[config.mk]
export PLATFORM = sky130hd
export DESIGN_NAME = morph_window_buffer_flat
export DESIGN_NICKNAME = d
export VERILOG_FILES = /design/src/rtl/morph_window_buffer_if.sv /design/src/rtl/morph_window_buffer.sv /design/src/flat_wrapper.sv
export SDC_FILE = /design/constraint.sdc
export NUM_CORES = 2
export LEC_CHECK = 0
export BUFFER_PORTS_ARGS = -buffer_cell sky130_fd_sc_hd__buf_4
export CORE_MARGIN = 1.5
export CORE_UTILIZATION = 60
export CTS_CLUSTER_SIZE = 16
export DETAILED_ROUTE_END_ITERATION = 10
export PLACE_DENSITY = 0.76
export SLEW_MARGIN = 30
export SYNTH_ARGS = -nofsm -noshare
export SYNTH_HDL_FRONTEND = slang
export SYNTH_SLANG_ARGS = --single-unit
[constraint.sdc]
create_clock -name clk -period 15.3 [get_ports clk]
set_clock_uncertainty 0.05 [all_clocks]
set_input_delay 3.06 -clock clk [delete_from_list [all_inputs] [get_ports clk]]
set_output_delay 3.06 -clock clk [all_outputs]
set_load 0.02 [all_outputs]
[src/rtl/morph_window_buffer_if.sv]
// rtl/morph_window_buffer_if.sv - pixel stream in / window stream out bundle for the morphology window buffer
interface morph_window_buffer_if #(
    parameter int WindowBits = 9
);
    logic                  in_valid;
    logic                  in_sof;
    logic                  in_pixel;
    logic                  out_valid;
    logic                  out_last;
    logic [WindowBits-1:0] out_window;

    // Pixel source / window consumer side
    modport master (
        output in_valid,
        output in_sof,
        output in_pixel,
        input  out_valid,
        input  out_last,
        input  out_window
    );

    // Window buffer side
    modport slave (
        input  in_valid,
        input  in_sof,
        input  in_pixel,
        output out_valid,
        output out_last,
        output out_window
    );
endinterface

[src/rtl/morph_window_buffer.sv]
// rtl/morph_window_buffer.sv - binary line buffer and Width x Height window generator for erode/dilate nodes
module morph_window_buffer #(
    parameter int Width       = 3,
    parameter int Height      = 3,
    parameter int ImageWidth  = 640,
    parameter int ImageHeight = 480
) (
    input  logic                clk,
    input  logic                rst,
    morph_window_buffer_if.slave bus
);
    localparam int ColBits = $clog2(ImageWidth);
    localparam int RowBits = $clog2(ImageHeight);
    localparam int WinBits = Width * Height;

    localparam logic [ColBits-1:0] ColLast       = ColBits'(ImageWidth - 1);
    localparam logic [RowBits-1:0] RowLast       = RowBits'(ImageHeight - 1);
    localparam logic [ColBits-1:0] ColFirstValid = ColBits'(Width - 1);
    localparam logic [RowBits-1:0] RowFirstValid = RowBits'(Height - 1);

    logic [ColBits-1:0]    col_q;
    logic [RowBits-1:0]    row_q;
    logic [ColBits-1:0]    pos_col;
    logic [RowBits-1:0]    pos_row;
    logic                  accept;
    logic                  pos_valid;
    logic                  pos_last;
    logic [Height-1:0]     new_col;
    logic [ImageWidth-1:0] linebuf [Height-1];
    logic [WinBits-1:0]    win_q;
    logic                  valid_q;
    logic                  last_q;

    // Position of the pixel being accepted; in_sof forces (0,0) regardless of the counters
    always_comb begin
        accept    = bus.in_valid;
        pos_col   = bus.in_sof ? '0 : col_q;
        pos_row   = bus.in_sof ? '0 : row_q;
        pos_valid = (pos_row >= RowFirstValid) && (pos_col >= ColFirstValid);
        pos_last  = pos_valid && (pos_row == RowLast) && (pos_col == ColLast);
    end

    // Incoming window column: older lines from the buffers (pre-write values), newest line from the stream
    always_comb begin
        new_col = '0;
        for (int k = 0; k < Height - 1; k++) begin
            new_col[k] = linebuf[k][pos_col];
        end
        new_col[Height-1] = bus.in_pixel;
    end

    // Raster counters: column wraps into the next row, bottom-right wraps to the frame origin
    always_ff @(posedge clk) begin
        if (rst) begin
            col_q <= '0;
            row_q <= '0;
        end else if (accept) begin
            if (pos_col == ColLast) begin
                col_q <= '0;
                row_q <= (pos_row == RowLast) ? '0 : pos_row + 1'b1;
            end else begin
                col_q <= pos_col + 1'b1;
                row_q <= pos_row;
            end
        end
    end

    // Line buffers shift one line older at the current column; contents are hidden by valid gating so no reset
    always_ff @(posedge clk) begin
        if (accept) begin
            for (int k = 0; k < Height - 2; k++) begin
                linebuf[k][pos_col] <= linebuf[k+1][pos_col];
            end
            linebuf[Height-2][pos_col] <= bus.in_pixel;
        end
    end

    // Window rows shift toward column 0 and take the new column at column Width-1
    always_ff @(posedge clk) begin
        if (rst) begin
            win_q <= '0;
        end else if (accept) begin
            for (int l = 0; l < Height; l++) begin
                win_q[l*Width +: Width] <= {new_col[l], win_q[l*Width+1 +: Width-1]};
            end
        end
    end

    // Output qualifiers: one-cycle pulse per in-image window, last marks the bottom-right window
    always_ff @(posedge clk) begin
        if (rst) begin
            valid_q <= 1'b0;
            last_q  <= 1'b0;
        end else begin
            valid_q <= accept && pos_valid;
            last_q  <= accept && pos_last;
        end
    end

    assign bus.out_valid  = valid_q;
    assign bus.out_last   = last_q;
    assign bus.out_window = win_q;
endmodule

[src/flat_wrapper.sv]
// flat-port wrapper written by rule: the top's interface ports become plain ports
module morph_window_buffer_flat 
#(
    parameter int Width       = 3,
    parameter int Height      = 3,
    parameter int ImageWidth  = 640,
    parameter int ImageHeight = 480
)
  (clk, rst, bus_in_valid, bus_in_sof, bus_in_pixel, bus_out_valid, bus_out_last, bus_out_window);
  morph_window_buffer_if #(.WindowBits(((3) * (3)))) bus_i ();
  input  logic clk;
  input  logic rst;
  input wire logic [$bits(bus_i.in_valid)-1:0] bus_in_valid;
  input wire logic [$bits(bus_i.in_sof)-1:0] bus_in_sof;
  input wire logic [$bits(bus_i.in_pixel)-1:0] bus_in_pixel;
  output wire logic [$bits(bus_i.out_valid)-1:0] bus_out_valid;
  output wire logic [$bits(bus_i.out_last)-1:0] bus_out_last;
  output wire logic [$bits(bus_i.out_window)-1:0] bus_out_window;
  assign bus_i.in_valid = bus_in_valid;
  assign bus_i.in_sof = bus_in_sof;
  assign bus_i.in_pixel = bus_in_pixel;
  assign bus_out_valid = bus_i.out_valid;
  assign bus_out_last = bus_i.out_last;
  assign bus_out_window = bus_i.out_window;
  morph_window_buffer #(.Width(Width), .Height(Height), .ImageWidth(ImageWidth), .ImageHeight(ImageHeight)) u_core (.clk(clk), .rst(rst), .bus(bus_i));
endmodule
# Word level (Yosys, flattened, before mapping)
# Memories as Yosys holds them, arrays and structs flattened.
# Cells that the tools add are included.
# word_totals
register_bits	30
ram_bits	1280
wordCells	33
inputBits	5
mem_count	1
output_inout_bits	11
# classes
addsub	2
n_reduce_logical	6
n_lt_le_gt_ge	4
n_eq_ne	2
mux	13
# mem_list
name	words	word_bits	read_ports	rd_ports_with_merged_regs	write_ports	line	text
u_core.linebuf	2	640	2	0	2	morph_window_buffer.sv:29	logic [ImageWidth-1:0] linebuf [Height-1];
# op_table
op	n
$mux 640	1
$mux 9	3
$bmux 1 s10	2
$mux 10	2
$lt 10x11->1 const B	1
$add 10x1->10 const B	1
$demux 1 s10	1
$eq 10x10->1 const B	1
$ge 10x1->1 const B	1
$ge 10x2->1 const B	1
$add 9x1->9 const B	1
$eq 9x9->1 const B	1
$ge 9x2->1 const B	1
$logic_and 1x1->1	6
$mux 1	4

# Longest topological paths before layout
# depth
word_depth	6
depth_mapped	17
depth_no_buf	11

# Worst setup path before layout
# OpenSTA, ideal clock, no wires.
# synth_path
path_kind	input port to flip-flop
from	input bus_in_sof
to	memory u_core.linebuf[0][0], data pin
setup_ns	1.751
path_slack_ns	1.299
t_arrival_ns	12.199
t_required_ns	13.499
n_path_buf	3
stages	11
path_cell_list	buf_6 or4b_1 buf_2 buf_2 a21oi_1 o221ai_1 a21oi_1 nor4_1 o2111ai_1 o221ai_1 nand2_1
# synth_lines
item	line	text
start, declared	flat_wrapper.sv:14	input wire logic [$bits(bus_i.in_sof)-1:0] bus_in_sof;
end, declared	morph_window_buffer.sv:29	

==> results_dict.tcl <==
set metrics [dict create \
    dieArea_mm2 0.09315 \
    cts_made_buffers 134 \
    fin_util 0.6673 \
    p_per_area_mw_per_mm2 123.2 \
    die_y_um 305.2 \
    fmax_mhz 120.8 \
    slew_headroom 0.3052 \
    rsz0062_at_grt "false" \
    cts_resized 0 \
    wirelength_um 167100 \
    drive_above_1_share 0.1242 \
    setup_ws_ps 7018 \
    ys_warn_count 0 \
    yosysSeqAreaShare 0.7124 \
    slowest_stage "nand2b_4" \
    status "completed" \
    ys.flop_type "edfxtp_1" \
    clk_pin_slew_ps 60 \
    place.gp.congestion 0.9244 \
    drc 0 \
    antenna_found_initial 6 \
    clkLatencyLatePin_ps 760 \
    postRouteAntennaNets 0 \
    syn2layout_area_growth_pct 9.953 \
    synth_area_leaders "edfxtp_1, nor2_1, mux4_2" \
    start_util 0.6069 \
    post_cts_buffers 0 \
    worstPathArrival_ps 8590 \
    io_buffer_count 15 \
    netlist-cell-type-count 82 \
    vdd_ir_drop_max_v 0.00008690 \
    placedCellCount 4796 \
    pin_count 16 \
    drt-pass1-iter-count 6 \
    dp_hpwl_um 95710 \
    p_leak_nw 18.57 \
    layout_common_cells "edfxtp_1, nor2_1, nand2_1, mux2i_1, clkbuf_16" \
    cap_violations 0 \
    cts.path.max_buffers 3 \
    tns_ps 0 \
    avgSynthCellArea_um2 14.39 \
    grt_overflow 0 \
    setup_violations 0 \
    final_nets 3769 \
    worstPathCellList "buf_4, nand2b_4, inv_6, buf_4, o221ai_1, o21ai_0, a211o_1, or4_1, a311o_1, o221ai_1, nand2_4, buf_12, buf_16" \
    synth_seq_cells 1310 \
    path_max_fanout 147 \
    layout_commonest_cell "edfxtp_1" \
    num_rows 110 \
    viasPerCell 7.185 \
    die_w_um 305.2 \
    cts_tree "done" \
    synth_fp_nets 3819 \
    wl_per_cell_um 33.11 \
    synth_async_sr_flop_share 0 \
    required_ps 15610 \
    drt-initial-drc-count 6974 \
    fin_crit_sh 0.5413 \
    htree_levels 4 \
    final_max_slew_viol_count 0 \
    coreArea_mm2 0.09029 \
    mappedNetlistArea_mm2 0.05480 \
    slowest_delay_ps 700 \
    hp-class "flip-flop to flip-flop" \
    path_class "input pin to flip-flop" \
    tightest_slew_ps 1040 \
    post-synth-top-area-cell "edfxtp_1" \
    syn_inst 3808 \
    root_buffer "clkbuf_16" \
    yosys.area.top_type_share 0.7015 \
    grt.total_usage 0.3568 \
    finalCriticalPeriod_ps 8282 \
    cts_hold_buf 0 \
    whs_path_depth 2 \
    fin_cells 5047 \
    clock_sinks 1310 \
    synth-edff-count 1280 \
    grt_pass1_wl_um 237300 \
    grt_start_max_net_pins 272 \
    startpoint_type "input pin" \
    timing_hold_violations_final 0 \
    worstSetupEndpointType "flip-flop" \
    vias 36260 \
    finalPower_mw 7.420 \
    grt_pass1_vias 34610 \
    reg2reg_depth 12 \
    pre_cts_ws_ps 6580 \
]
==> cells in the mapped netlist, types with 8 or more instances <==
master / number
a211oi_1: 56
nor2b_1: 43
o22ai_1: 84
dfxtp_1: 30
a32oi_1: 10
edfxtp_1: 1280
a21oi_1: 115
nor3b_1: 9
o221ai_1: 45
a221o_1: 10
a31oi_1: 20
nor2_1: 714
mux2i_1: 206
o211ai_1: 13
nand4_1: 12
nor3_1: 18
buf_2: 96
inv_1: 14
and3_1: 15
a21o_1: 8
clkbuf_1: 160
o21ai_0: 79
nand2b_1: 11
a211o_1: 10
nand3_1: 40
mux2_2: 25
a2111oi_0: 15
buf_6: 8
and2_1: 29
a311oi_1: 11
a22oi_1: 43
nand2_1: 238
buf_1: 24
nor4_1: 20
a221oi_1: 45
mux4_2: 95
buf_4: 26
==> kinds of logic (layout without fill, tap and decap cells) <==
kind of cell,count (synthesis),count (layout),share of synthesized area
multiplexers,326,326,0.08181
AND/OR/NAND/NOR,1187,1187,0.09314
AO/OA/AOI/OAI,648,648,0.08350
buffers and inverters,331,389,0.02774
other,0,5,0
adder cells (fa/ha/maj),6,6,0.001370
flip-flops,1310,1310,0.7124
==> sequential cells by signal, summed over array words and instances, names as in the netlist <==
name	count
u_core.linebuf	1280
u_core.col_q	10
u_core.bus.out_window	9
u_core.row_q	9
u_core.bus.out_last	1
u_core.bus.out_valid	1
==> final cells by class <==
| class | count | area (µm²) |
|---|---|---|
| Timing Repair Buffer | 128 | 1082 |
| Clock inverter | 67 | 530.5 |
| Antenna cell | 5 | 12.51 |
| Tap cell | 1176 | 1471 |
| Sequential cell | 1310 | 39050 |
| Fill cell | 6166 | 30040 |
| Multi-Input combinational cell | 2167 | 14350 |
| Clock buffer | 177 | 3685 |
| Inverter | 17 | 73.82 |
==> worst max-delay path, delay by kind of cell <==
kind	cells	cell delay [ps]
AO/OA/AOI/OAI	5	1330
buffers and inverters	5	2010
AND/OR/NAND/NOR	3	1830
==> worst paths after layout <==
path                                               end  slack, ps             from
worst min register to register         u_core.row_q[6]        450  u_core.row_q[6]
worst max-delay path            u_core.linebuf[0][178]       7020       bus_in_sof
worst max register to register  u_core.linebuf[0][178]       8650  u_core.col_q[2]
worst min-delay path                   u_core.row_q[6]        450  u_core.row_q[6]
==> where the power goes <==
group          internal, mW  switching (mW)  leakage [nW]
logic                0.0702           0.208          4.73
registers              3.97         0.00602          11.8
clock network          1.80            1.36          2.08
total                  5.85            1.57          18.6
==> metal layers <==
| layer | routed length [µm] | up-vias | track usage |
|---|---|---|---|
| met5 | 51 | - | 0 |
| met4 | 11630 | 8 | 0.2164 |
| met3 | 26350 | 687 | 0.1174 |
| met2 | 72740 | 3223 | 0.5180 |
| met1 | 56320 | 17810 | 0.4712 |
| li1 | - | 14530 | - |
==> stage by stage <==
| step | hold WS [ps] | instance area (µm²) |
|---|---|---|
| 2_1_floorplan | 407.9 | 54800 |
| 5_1_grt | 479.9 | 60240 |
| 6_report | 445.4 | 60250 |
| 3_3_place_gp | 427.2 | 55930 |
| 4_1_cts | 447.4 | 60170 |
| 3_5_place_dp | 438.8 | 55960 |
Note: power is estimated with default switching activity, not from simulation.
